`config.mk`:
```
export PLATFORM = sky130hd
export DESIGN_NAME = pipelined_cselect_adder
export DESIGN_NICKNAME = d
export VERILOG_FILES = /design/src/rtl/adder_pkg.sv /design/src/rtl/cselect_block.sv /design/src/rtl/pipelined_cselect_adder.sv
export SDC_FILE = /design/constraint.sdc
export NUM_CORES = 1
export LEC_CHECK = 0
export BUFFER_PORTS_ARGS = -buffer_cell sky130_fd_sc_hd__buf_2
export CORE_AREA = 4 4 100 102
export DETAILED_ROUTE_END_ITERATION = 10
export DIE_AREA = 0 0 104 106
export PLACE_DENSITY = 0.93
export SLEW_MARGIN = 30
export SYNTH_ARGS = -nofsm -noshare
export SYNTH_HDL_FRONTEND = slang
export SYNTH_SLANG_ARGS = --single-unit
```
`constraint.sdc`:
```
create_clock -name clk -period 7.7 [get_ports clk]
set_input_delay 1.155 -clock clk [delete_from_list [all_inputs] [get_ports clk]]
set_output_delay 1.155 -clock clk [all_outputs]
set_load 0.02 [all_outputs]
```
`src/rtl/adder_pkg.sv`:
```
// adder_pkg: shared defaults and operation encoding for the carry-select adder
package adder_pkg;
  localparam int DEF_WIDTH = 16;
  localparam int DEF_BLK = 4;
  typedef enum logic {OP_ADD, OP_SUB} op_e;
endpackage

```
`src/rtl/cselect_block.sv`:
```
// cselect_block: one block computed for both carry-in values by two ripple adders
module cselect_block #(
  parameter int BLK = 4
) (
  input  logic [BLK-1:0] a,
  input  logic [BLK-1:0] b,
  output logic [BLK-1:0] sum0,
  output logic [BLK-1:0] sum1,
  output logic           cout0,
  output logic           cout1
);
  logic [BLK:0] c0, c1;
  // ripple both carry assumptions side by side
  always_comb begin
    c0 = '0;
    c1 = '0;
    c1[0] = 1'b1;
    for (int i = 0; i < BLK; i++) begin
      c0[i+1] = (a[i] & b[i]) | (c0[i] & (a[i] ^ b[i]));
      c1[i+1] = (a[i] & b[i]) | (c1[i] & (a[i] ^ b[i]));
    end
    sum0 = a ^ b ^ c0[BLK-1:0];
    sum1 = a ^ b ^ c1[BLK-1:0];
  end
  assign cout0 = c0[BLK];
  assign cout1 = c1[BLK];
endmodule

```
`src/rtl/pipelined_cselect_adder.sv`:
```
// pipelined_cselect_adder: one carry-select block per stage, valid/ready with full-pipeline stall
module pipelined_cselect_adder
  import adder_pkg::*;
#(
  parameter int WIDTH = DEF_WIDTH,
  parameter int BLK = DEF_BLK
) (
  input  logic             clk,
  input  logic             reset,
  input  logic             in_valid,
  output logic             in_ready,
  input  logic [WIDTH-1:0] in_a,
  input  logic [WIDTH-1:0] in_b,
  input  logic             in_cin,
  input  logic             in_sub,
  output logic             out_valid,
  input  logic             out_ready,
  output logic [WIDTH-1:0] out_sum,
  output logic             out_cout,
  output logic             out_ovf
);
  localparam int NBLK = WIDTH / BLK;
  localparam int MSB = WIDTH - 1;
  if (BLK < 1 || WIDTH % BLK != 0) begin : g_bad_cfg
    $error("WIDTH must be a positive multiple of BLK");
  end
  op_e op;
  logic stall;
  logic [WIDTH-1:0] a_q [NBLK];
  logic [WIDTH-1:0] b_q [NBLK];
  logic [WIDTH-1:0] s_q [NBLK];
  logic [WIDTH-1:0] nxt_s [NBLK];
  logic [BLK-1:0] s0 [NBLK];
  logic [BLK-1:0] s1 [NBLK];
  logic [NBLK-1:0] v_q, c_q, c0, c1, sel_c;
  assign op = in_sub ? OP_SUB : OP_ADD;
  assign stall = out_valid && !out_ready;
  assign in_ready = !stall;
  for (genvar g = 0; g < NBLK; g++) begin : g_blk
    cselect_block #(.BLK(BLK)) u_blk (
      .a(a_q[g][g*BLK +: BLK]),
      .b(b_q[g][g*BLK +: BLK]),
      .sum0(s0[g]),
      .sum1(s1[g]),
      .cout0(c0[g]),
      .cout1(c1[g])
    );
  end
  // pick each stage's block result by the carry it holds and merge it into the running sum
  always_comb begin
    for (int k = 0; k < NBLK; k++) begin
      nxt_s[k] = s_q[k];
      nxt_s[k][k*BLK +: BLK] = c_q[k] ? s1[k] : s0[k];
      sel_c[k] = c_q[k] ? c1[k] : c0[k];
    end
  end
  // advance every stage together unless the consumer is stalling the output
  always_ff @(posedge clk or posedge reset)
    if (reset) begin
      v_q <= '0;
      c_q <= '0;
      for (int k = 0; k < NBLK; k++) begin
        a_q[k] <= '0;
        b_q[k] <= '0;
        s_q[k] <= '0;
      end
      out_valid <= 1'b0;
      out_sum <= '0;
      out_cout <= 1'b0;
      out_ovf <= 1'b0;
    end else if (!stall) begin
      v_q[0] <= in_valid;
      a_q[0] <= in_a;
      b_q[0] <= op == OP_SUB ? ~in_b : in_b;
      c_q[0] <= op == OP_SUB || in_cin;
      s_q[0] <= '0;
      for (int k = 1; k < NBLK; k++) begin
        v_q[k] <= v_q[k-1];
        a_q[k] <= a_q[k-1];
        b_q[k] <= b_q[k-1];
        c_q[k] <= sel_c[k-1];
        s_q[k] <= nxt_s[k-1];
      end
      out_valid <= v_q[NBLK-1];
      if (v_q[NBLK-1]) begin
        out_sum <= nxt_s[NBLK-1];
        out_cout <= sel_c[NBLK-1];
        out_ovf <= a_q[NBLK-1][MSB] == b_q[NBLK-1][MSB] && nxt_s[NBLK-1][MSB] != a_q[NBLK-1][MSB];
      end
    end
endmodule

```
Word-level counts from Yosys, hierarchy flattened
Cells that the tools add are included.

Register bits: 179. Bits of input ports: 38. Output and inout bits: 20. Logic and storage cells: 133.

Equality and inequality tests: 2. Muxes and demuxes: 10. Bitwise operators: 98. Reductions and logical operators: 6.

Operator list (count): 4-bit bitwise XOR (12); 1-bit bitwise AND (40); 1-bit OR (28); 16-bit two-way mux (1); 4-bit two-way mux (4); 16-bit inverter (1); 1-bit bitwise XOR (16); 1-bit two-way mux (5); 1-bit logical AND (2); 1-bit zero test (2); 2-bit AND reduction (1); 1-bit == test (1); 1-bit logical OR (1); 1-bit != test (1); 1-bit inverter (1).

Logic depth before layout (Yosys ltp)
Gate-level depths: netlist of run 1.

Word-level depth: 10. Depth in mapped cells: 9. Depth with buffers taken out: 9.

By module
From an unflattened synthesis of run 1, not the netlist that was laid out.

Cells, all modules: 449. Area total of the unflattened synthesis: 5965.7 µm².

By module, submodules not included: pipelined_cselect_adder (times used 1, cells an instance 369, area each 5205.0 µm², seq. area each 3278.1 µm²); cselect_block (times used 4, cells an instance 20, area each 190.2 µm², seq. area each 0.0 µm²).

Least setup slack after synthesis of run 1
OpenSTA, ideal clock, no wires.

Kind: input-to-output. From: input out_ready. To: output in_ready. Data arrival time: 1.800 ns. Required time: 6.545 ns. Setup slack: 4.745 ns. Stages: 5. Path buffers: 4. Path through: nand2b_4 buf_6 buf_6 buf_6 buf_6.

Cells in the longest elaborated chain, start to end: 3.

RTL lines: start, declared (line pipelined_cselect_adder.sv:17) `input logic out_ready,`; 1-bit zero test (line pipelined_cselect_adder.sv:37) `assign stall = out_valid && !out_ready;`; 1-bit logical AND (line pipelined_cselect_adder.sv:37); 1-bit zero test; end, declared (line pipelined_cselect_adder.sv:11) `output logic in_ready,`.

No other way between the ends.

Worst setup path in the final report of run 1
Ends and elaborated chain as after synthesis.

==> results of run 1 <==
[cells by family (layout without fill, tap and decap cells)]
family / count (synthesis) / in the layout / share of synthesized area [%]
fa+ha+maj: 21 / 21 / 5.25
flops: 131 / 131 / 58.8
buf+inv: 39 / 107 / 4.04
mux: 78 / 78 / 16.6
xor+xnor: 29 / 29 / 4.55
compound gates: 59 / 59 / 5.56
simple gates: 70 / 70 / 5.20
[worst max-delay path, cell delays in order]
cell      delay (ps)
buf_2             80
nand2b_4         650
buf_2            300
[registers in the layout (all words and copies together), names as in the netlist]
register / cells
nxt_s: 24
out_ovf: 1
c_q: 4
b_q: 40
out_valid: 1
out_cout: 1
out_sum: 16
a_q: 40
v_q: 4
[metrics by stage]
step	power, mW	cells
finish	3.04	606
global route	3.22	606
CTS	3.06	606
detailed placement	2.19	575
global placement	2.10	575
floorplan	1.95	427
[path summary, 6_finish.rpt]
| check | to | from | slack (ps) |
|---|---|---|---|
| setup / recovery | in_ready | out_ready | 4310 |
| hold / removal | out_ovf | out_ovf | 480 |
| min in group asynchronous | out_valid | reset | 750 |
| hold reg to reg | out_ovf | out_ovf | 480 |
| setup reg to reg | a_q[13] | out_valid | 5190 |
| max in group asynchronous | a_q[63] | reset | 5850 |
[placed cells by master (no fill, tap or decap), drive strengths merged]
master / count
dfrtp: 131
mux2: 78
nand2: 31
buf: 59
or2: 4
nor2: 32
inv: 17
clkbuf: 23
ha: 17
a31o: 3
clkinvlp: 3
o21ai: 21
o31ai: 1
xnor2: 21
a21oi: 33
fa: 4
bufinv: 3
xor2: 8
a31oi: 1
nor2b: 1
clkinv: 2
nand2b: 2
[layout make-up]
cell class / count / area, µm² / share of cell area [%]
clock buffer: 23 / 497 / 7.66
clock inverter: 8 / 123 / 1.89
inverter: 17 / 66.3 / 1.02
multi-input combinational: 257 / 2070 / 32.0
sequential: 131 / 3280 / 50.6
tap: 111 / 139 / 2.14
timing repair buffer: 59 / 304 / 4.69
[power groups by stage]
stage	registers (mW)	logic, mW	clock network [mW]
6_report	1.19	1.02	0.822
5_1_grt	1.23	1.13	0.871
4_1_cts	1.19	1.03	0.836
3_5_place_dp	1.19	1.00	0
3_3_place_gp	1.17	0.930	0
2_1_floorplan	1.19	0.755	0
[layer usage]
layer  vias up  global-route usage (%)
met5         -                       0
met4         0                    9.50
met3        24                    6.68
met2        85                    35.6
met1      1656                    23.5
li1       1532                       -
==> flow_metrics.tcl, run 1 <==
set metrics [dict create \
    io_pins 58 \
    outcome "complete, no violations" \
    coreArea_um2 9110 \
    period_minus_slack_ps 3390 \
    fin_util_pct 71.2 \
    wl_met2_um 5620 \
    worst_pin_slew_ps 948 \
    synth.most_common_cell "dfrtp_1" \
    pre_cts_slack_ps 4340 \
    grt-ovfl-total 0 \
    pwr-share-comb_pct 33.7 \
    synth-edff-count 0 \
    ir_drop_mv 0.202 \
    fillers 580 \
    grt_pass1_wl_um 17500 \
    syn_to_final_growth_pct 16.2 \
    fin_nets 542 \
    p_leak_nw 2.99 \
    place_hpwl_um 6840 \
    n_antenna_cell 0 \
    setup_viol 0 \
    ys_seq_area_share_pct 58.8 \
    rsz0062_at_grt "no" \
    port-buffer-count 57 \
    seq_power_share_pct 39.2 \
    synth_ff_type "dfrtp_1" \
    wl_met1_um 4250 \
    vias 3297 \
    grt_start_max_net_pins 88 \
    hp-class "flop to flop" \
    die_w_um 104 \
    r2r_cells 3 \
    max-slew-margin-rel_pct 36.8 \
    synth_top_area_cell "dfrtp_1" \
    finalCritPeriodShare_pct 44.1 \
    p_sw_share_pct 32.8 \
    async_flop_share_pct 100 \
    finalHoldViolCount 0 \
    drtIter0Drc 234 \
    worstSkewPairLatency_ps 520 \
    cp.required_ps 6550 \
    start_util_pct 61.2 \
    path_clk_slew_ps 60 \
    syn_inst 427 \
    cts_hold_buf 0 \
    slew_violations 0 \
    cp-end-kind "output pin" \
    tns_ps 0 \
    fin_ws_ps 4310 \
    highest_layer "met4" \
    crit_type "input port to output pin" \
    clkPwrFrac_pct 27.1 \
    htree_levels 4 \
    holdWs_ps 478 \
    critPathArrivalTime_ps 2240 \
    syn-num-nets 486 \
    dieArea_um2 11000 \
    synth-seq-cells 131 \
    syn_avg_cell_area_um2 13.1 \
    route.met3.wl_um 436 \
    detail_route.wl_per_cell_um 17.5 \
    cts_buffers 17 \
    root_buffer "clkbuf_8" \
    drc 0 \
    fp.dieH_um 106 \
    cts_tree "done" \
    pwr_density_cell_nw_per_um2 469 \
    drt_wl_total_um 10600 \
    finalInstanceArea_um2 6480 \
    p_sw_mw 0.995 \
    grt_use_total_pct 20.6 \
    grt_pass1_vias 3618 \
    syn_area_um2 5580 \
    clock_skew_ps 7.84 \
    dpl_cell_area_um2 5860 \
    post_cts_buffers 0 \
    synthTopCellsByArea "dfrtp_1 (59%), mux2_2 (13%), ha_1 (3.8%), mux2_4 (3.5%), xnor2_1 (3.3%)" \
    maxClockFrequency_ghz 0.295 \
    firstDrtPassIters 4 \
    ant_nets 0 \
    cts_resized 0 \
    critPathMaxFanout 75 \
    layout-drive-gt1-share_pct 35.8 \
    drv_cap 0 \
    clock-sinks 131 \
    startpoint_type "input port" \
    internal_power_mw 2.04 \
    cts_buffer_depth 2 \
    antenna_found_initial 0 \
    gp_congestion 0.742 \
    rows 35 \
    synthTopCellsByCount "dfrtp_1 (131), mux2_2 (65), a21oi_1 (33)" \
    synthDistinctLibCells 26 \
    worstHoldPathCells 2 \
    netlist.area_leader.share_pct 58.8 \
    yosysWarnings 0 \
    viasPerCell 5.44 \
]
(Power assumes the default switching activity.)
==> inputs of run 2 (changes only) <==
Settings changed: CORE_AREA 4 4 100 102 to 4 4 104 106, DIE_AREA 0 0 104 106 to 0 0 108 110, PLACE_DENSITY 0.93 to 0.88.
Clock period 7.7 ns to 3.13 ns, I/O delays scaled along.
==> run 2 against run 1 <==
Cell count rose by 4.3%. Non-clock buffer count increased by 3. Sequential cell count unchanged. Register-to-register slack worse by 4200 ps. Largest cell class unchanged.
==> flow_metrics.tcl, run 2 (synthesized netlist as in run 1, its figures left out) <==
set metrics [dict create \
    outcome "complete, no violations" \
    ir_drop_mv 0.452 \
    detail_route.wl_per_cell_um 16.6 \
    place_hpwl_um 6670 \
    crit_buf_inv 0 \
    grt-ovfl-total 0 \
    root_buffer "clkbuf_8" \
    drv_cap 0 \
    setup_viol 0 \
    vias 3283 \
    worst_pin_slew_ps 750 \
    rsz0062_at_grt "no" \
    period_minus_slack_ps 2130 \
    dpl_cell_area_um2 5950 \
    post_cts_buffers 0 \
    max-slew-margin-rel_pct 49.9 \
    cts_buffers 17 \
    viasPerCell 5.19 \
    drtIter0Drc 176 \
    clock_skew_ps 10.0 \
    start_util_pct 57.1 \
    antenna_found_initial 0 \
    crit_type "flop to flop" \
    critPathMaxFanout 2 \
    pwr_density_cell_nw_per_um2 1120 \
    maxClockFrequency_ghz 0.469 \
    io_pins 58 \
    path_clk_slew_ps 60 \
    n_antenna_cell 0 \
    drc 0 \
    fin_util_pct 66.5 \
    finalCritPeriodShare_pct 68.2 \
    final_cell_mix "dfrtp_1 (131), mux2_2 (65), buf_2 (57)" \
    cp.required_ps 3550 \
    cts_tree "done" \
    finalInstanceArea_um2 6500 \
    reg2reg_to "out_ovf" \
    rows 36 \
    cp-end-kind "flop" \
    fillers 696 \
    clock-sinks 131 \
    crit_slowest_cell "fa_1" \
    htree_levels 4 \
    grt_start_max_net_pins 77 \
    grt_use_total_pct 19.4 \
    finalHoldViolCount 0 \
    crit_path_max_incr_delay_ps 450 \
    die_w_um 108 \
    power_mw 7.26 \
    dp.cells 600 \
    cts_hold_buf 0 \
    grt_pass1_wl_um 17500 \
    dieArea_um2 11900 \
    grt_pass1_vias 3540 \
    worstPathCellList "ha_1 -> or2_1 -> a31oi_1 -> nor2b_1 -> nor2_1 -> fa_1 -> xor2_1 -> o31ai_1" \
    tns_ps 0 \
    cts_buffer_depth 2 \
    cts_resized 0 \
    fin_nets 545 \
    fp.dieH_um 110 \
    r2r_cells 8 \
    worstSkewPairLatency_ps 520 \
    slew_violations 0 \
    ant_nets 0 \
    reg2reg_slack_ps 1000 \
    port-buffer-count 57 \
    path_delay_family "adder cells" \
    gp_congestion 0.761 \
    instances_no_fill 632 \
    critPathArrivalTime_ps 2550 \
    coreArea_um2 9770 \
    layout-drive-gt1-share_pct 35.1 \
    reg2reg_from "a_q[12]" \
    drt_wl_total_um 10500 \
    syn_to_final_growth_pct 16.5 \
    p_leak_nw 2.98 \
    hp-class "input port to async pin" \
    startpoint_type "flop" \
    final_common_cell "dfrtp_1" \
    firstDrtPassIters 4 \
]
==> run 2: worst max-delay path by stage <==
stage / startpoint / endpoint / slack, ps / cells past startpoint
2_1_floorplan: reset / a_q[12] / 1040 / 1
3_3_place_gp: a_q[12] / out_ovf / 1070 / 8
3_5_place_dp: a_q[12] / out_ovf / 990 / 8
4_1_cts: a_q[12] / out_ovf / 980 / 8
5_1_grt: a_q[12] / out_ovf / 840 / 8
6_report: a_q[12] / out_ovf / 1000 / 8
==> run 2: cell type report <==
type                    count  area [µm²]  area share (%)
clock inverters             4        45.0           0.693
repair buffers             62         360            5.55
flip-flops and latches    131        3280            50.5
clock buffers              28         505            7.78
well taps                 133         166            2.56
multi-input cells         257        2070            31.9
inverters                  17        67.6            1.04
==> run 2: metrics by stage <==
stage | hold slack, ps | setup WS (ps)
finish | 79.0 | 997
global route | 130 | 842
CTS | 97.2 | 979
detailed placement | 473 | 991
global placement | 457 | 1070
floorplan | 446 | 1040
==> run 2: worst reg2reg max path, cell delays in order (launching register included) <==
cell     delay (ps)
dfrtp_1         390
ha_1            200
or2_1           220
a31oi_1         250
nor2b_1          70
nor2_1          110
fa_1            450
xor2_1          150
o31ai_1         190
==> run 2: power breakdown <==
part	switching [mW]	leakage (nW)	internal (mW)
registers	0.456	1.51	2.47
clock network	0.674	0.273	1.16
logic	1.27	1.20	1.23
==> run 2: per-layer routing <==
layer,track usage (%),wire [µm],part of all wire (%),vias to the layer above
met1,23.8,4320,41,1642
li1,-,-,-,1552
met2,32.7,5490,52,66
met4,7.57,211,2.0,0
met5,0,0,0,-
met3,5.88,446,4.3,23
==> inputs of run 3 (changes only) <==
Clock period 3.13 ns to 2.2 ns, I/O delays scaled along.
==> run 3 against run 2 <==
Hold slack got worse by 37 ps. Critical path type unchanged. Highest routed layer unchanged. Cell count up 0.47%. Total power up 47%. Clock-buffer cell count is 10 lower. Register-to-register slack worse by 980 ps. Routed wire length down 4.9%.
==> flow_metrics.tcl, run 3 (synthesized netlist as in run 1, its figures left out) <==
set metrics [dict create \
    syn_to_final_growth_pct 18.5 \
    finalHoldViolCount 0 \
    worstSkewPairLatency_ps 520 \
    cp_num_cells 8 \
    htree_levels 4 \
    fillers 670 \
    crit_slowest_cell "fa_1" \
    maxClockFrequency_ghz 0.457 \
    start_util_pct 57.1 \
    path_delay_family "adder cells" \
    power_mw 10.6 \
    clkPwrFrac_pct 26.7 \
    antenna_found_initial 0 \
    rows 36 \
    drc 0 \
    hp-class "input port to flop" \
    grt_pass1_vias 3534 \
    fin_nets 548 \
    grt_start_max_net_pins 66 \
    cts_tree "done" \
    worstPathCellList "ha_2 -> or2_4 -> a31oi_4 -> nor2b_1 -> nor2_1 -> fa_1 -> xor2_1 -> o31ai_1" \
    clock-sinks 131 \
    reg2reg_from "b_q[12]" \
    detail_route.wl_per_cell_um 15.7 \
    ir_drop_mv 0.607 \
    grt-ovfl-total 0 \
    p_leak_nw 3.01 \
    clock_skew_ps 5.72 \
    drtIter0Drc 216 \
    grt_pass1_wl_um 16900 \
    dieArea_um2 11900 \
    rsz0062_at_grt "yes" \
    period_minus_slack_ps 2190 \
    pwr-share-comb_pct 34.3 \
    setup_viol 0 \
    max-slew-margin-rel_pct 63.8 \
    crit_path_max_incr_delay_ps 460 \
    cts_buffers 17 \
    root_buffer "clkbuf_8" \
    fp.dieH_um 110 \
    slew_violations 0 \
    io_pins 58 \
    crit_buf_inv 0 \
    drt_wl_total_um 9950 \
    path_clk_slew_ps 60 \
    worst_pin_slew_ps 541 \
    viasPerCell 5.18 \
    cp.required_ps 2620 \
    place_hpwl_um 6440 \
    outcome "complete, no violations" \
    finalCritPeriodShare_pct 99.4 \
    crit_type "flop to flop" \
    critPathArrivalTime_ps 2600 \
    final_common_cell "dfrtp_1" \
    p_sw_share_pct 33.2 \
    n_antenna_cell 0 \
    gp_congestion 0.807 \
    dp.cells 601 \
    cts_buffer_depth 2 \
    die_w_um 108 \
    final_cell_mix "dfrtp_1 (131), mux2_2 (65), buf_2 (57)" \
    grt_use_total_pct 18.6 \
    instances_no_fill 635 \
    cp-end-kind "flop" \
    port-buffer-count 57 \
    startpoint_type "flop" \
    seq_power_share_pct 39.0 \
    firstDrtPassIters 4 \
    crit_end "out_ovf" \
    reg2reg_to "out_ovf" \
    layout-drive-gt1-share_pct 37.1 \
    r2r_cells 8 \
    drv_cap 0 \
    coreArea_um2 9770 \
    vias 3288 \
    startpoint "b_q[12]" \
    p_sw_mw 3.53 \
    ant_nets 0 \
    reg2reg_slack_ps 10 \
    critPathMaxFanout 2 \
    internal_power_mw 7.11 \
    pwr_density_cell_nw_per_um2 1610 \
]
run 3: cell types whose count changed in the layout (fill, tap and decap cells not counted), sizes merged:
cell | before | now
dlygate4sd3 | 0 | 1
inv | 16 | 19
clkbuf | 28 | 18
buf | 62 | 64
clkinv | 3 | 2
clkinvlp | 1 | 7
bufinv | 1 | 3
run 3: how the worst min path moves through the flow:
stage / cells past startpoint / startpoint / end / slack, ps
6_report: 2 / in_a[6] / a_q[54] / 40
5_1_grt: 2 / in_a[6] / a_q[54] / 30
4_1_cts: 2 / in_a[6] / a_q[54] / 20
3_5_place_dp: 2 / reset / a_q[29] / 310
3_3_place_gp: 2 / reset / v_q[1] / 310
2_1_floorplan: 2 / a_q[28] / a_q[12] / 450
run 3: cell type report:
class                   instances  area [µm²]  area share [%]
clock buffers                  18         428            6.47
clock inverters                14         179            2.71
inverters                      17        67.6            1.02
multi-input cells             257        2090            31.7
flip-flops and latches        131        3280            49.6
well taps                     133         166            2.52
repair buffers                 65         398            6.02
run 3: repair_timing:
| action | 4_1_cts | 5_1_grt |
|---|---|---|
| gates resized for setup | 1 | 3 |
| hold buffers | 1 | 0 |
| setup endpoints to repair | 1 | 1 |
| pin swaps | 0 | 6 |
| buffers inserted | 0 | 1 |
| hold endpoints to repair | 9 | 0 |
run 3: metrics by stage:
stage / instance area [µm²] / setup slack (ps) / setup TNS [ps] / utilization [%] / hold WS (ps)
after floorplan: 5580 / 205 / 0 / - / 446
after global placement: 5970 / 142 / 0 / 61.0 / 309
after detailed placement: 5970 / 11.1 / 0 / 61.0 / 312
after CTS: 6590 / 48.2 / 0 / 67.4 / 19.0
after global routing: 6610 / -137 / -137 / 67.6 / 25.4
final: 6610 / 13.5 / 0 / 67.6 / 42.3
run 3: routing by layer:
layer / track usage (%) / vias to the layer above / part of all wire [%]
li1: - / 1561 / -
met1: 23.0 / 1636 / 43
met2: 31.5 / 66 / 51
met3: 4.60 / 25 / 3.7
met4: 7.75 / 0 / 2.2
met5: 0 / - / 0
run 3: power groups by stage:
stage,logic (mW),clock network [mW],registers (mW)
2_1_floorplan,2.64,0,4.17
3_3_place_gp,3.33,0,4.09
3_5_place_dp,3.53,0,4.17
4_1_cts,3.64,2.89,4.15
5_1_grt,4.07,3.00,4.29
6_report,3.65,2.84,4.15
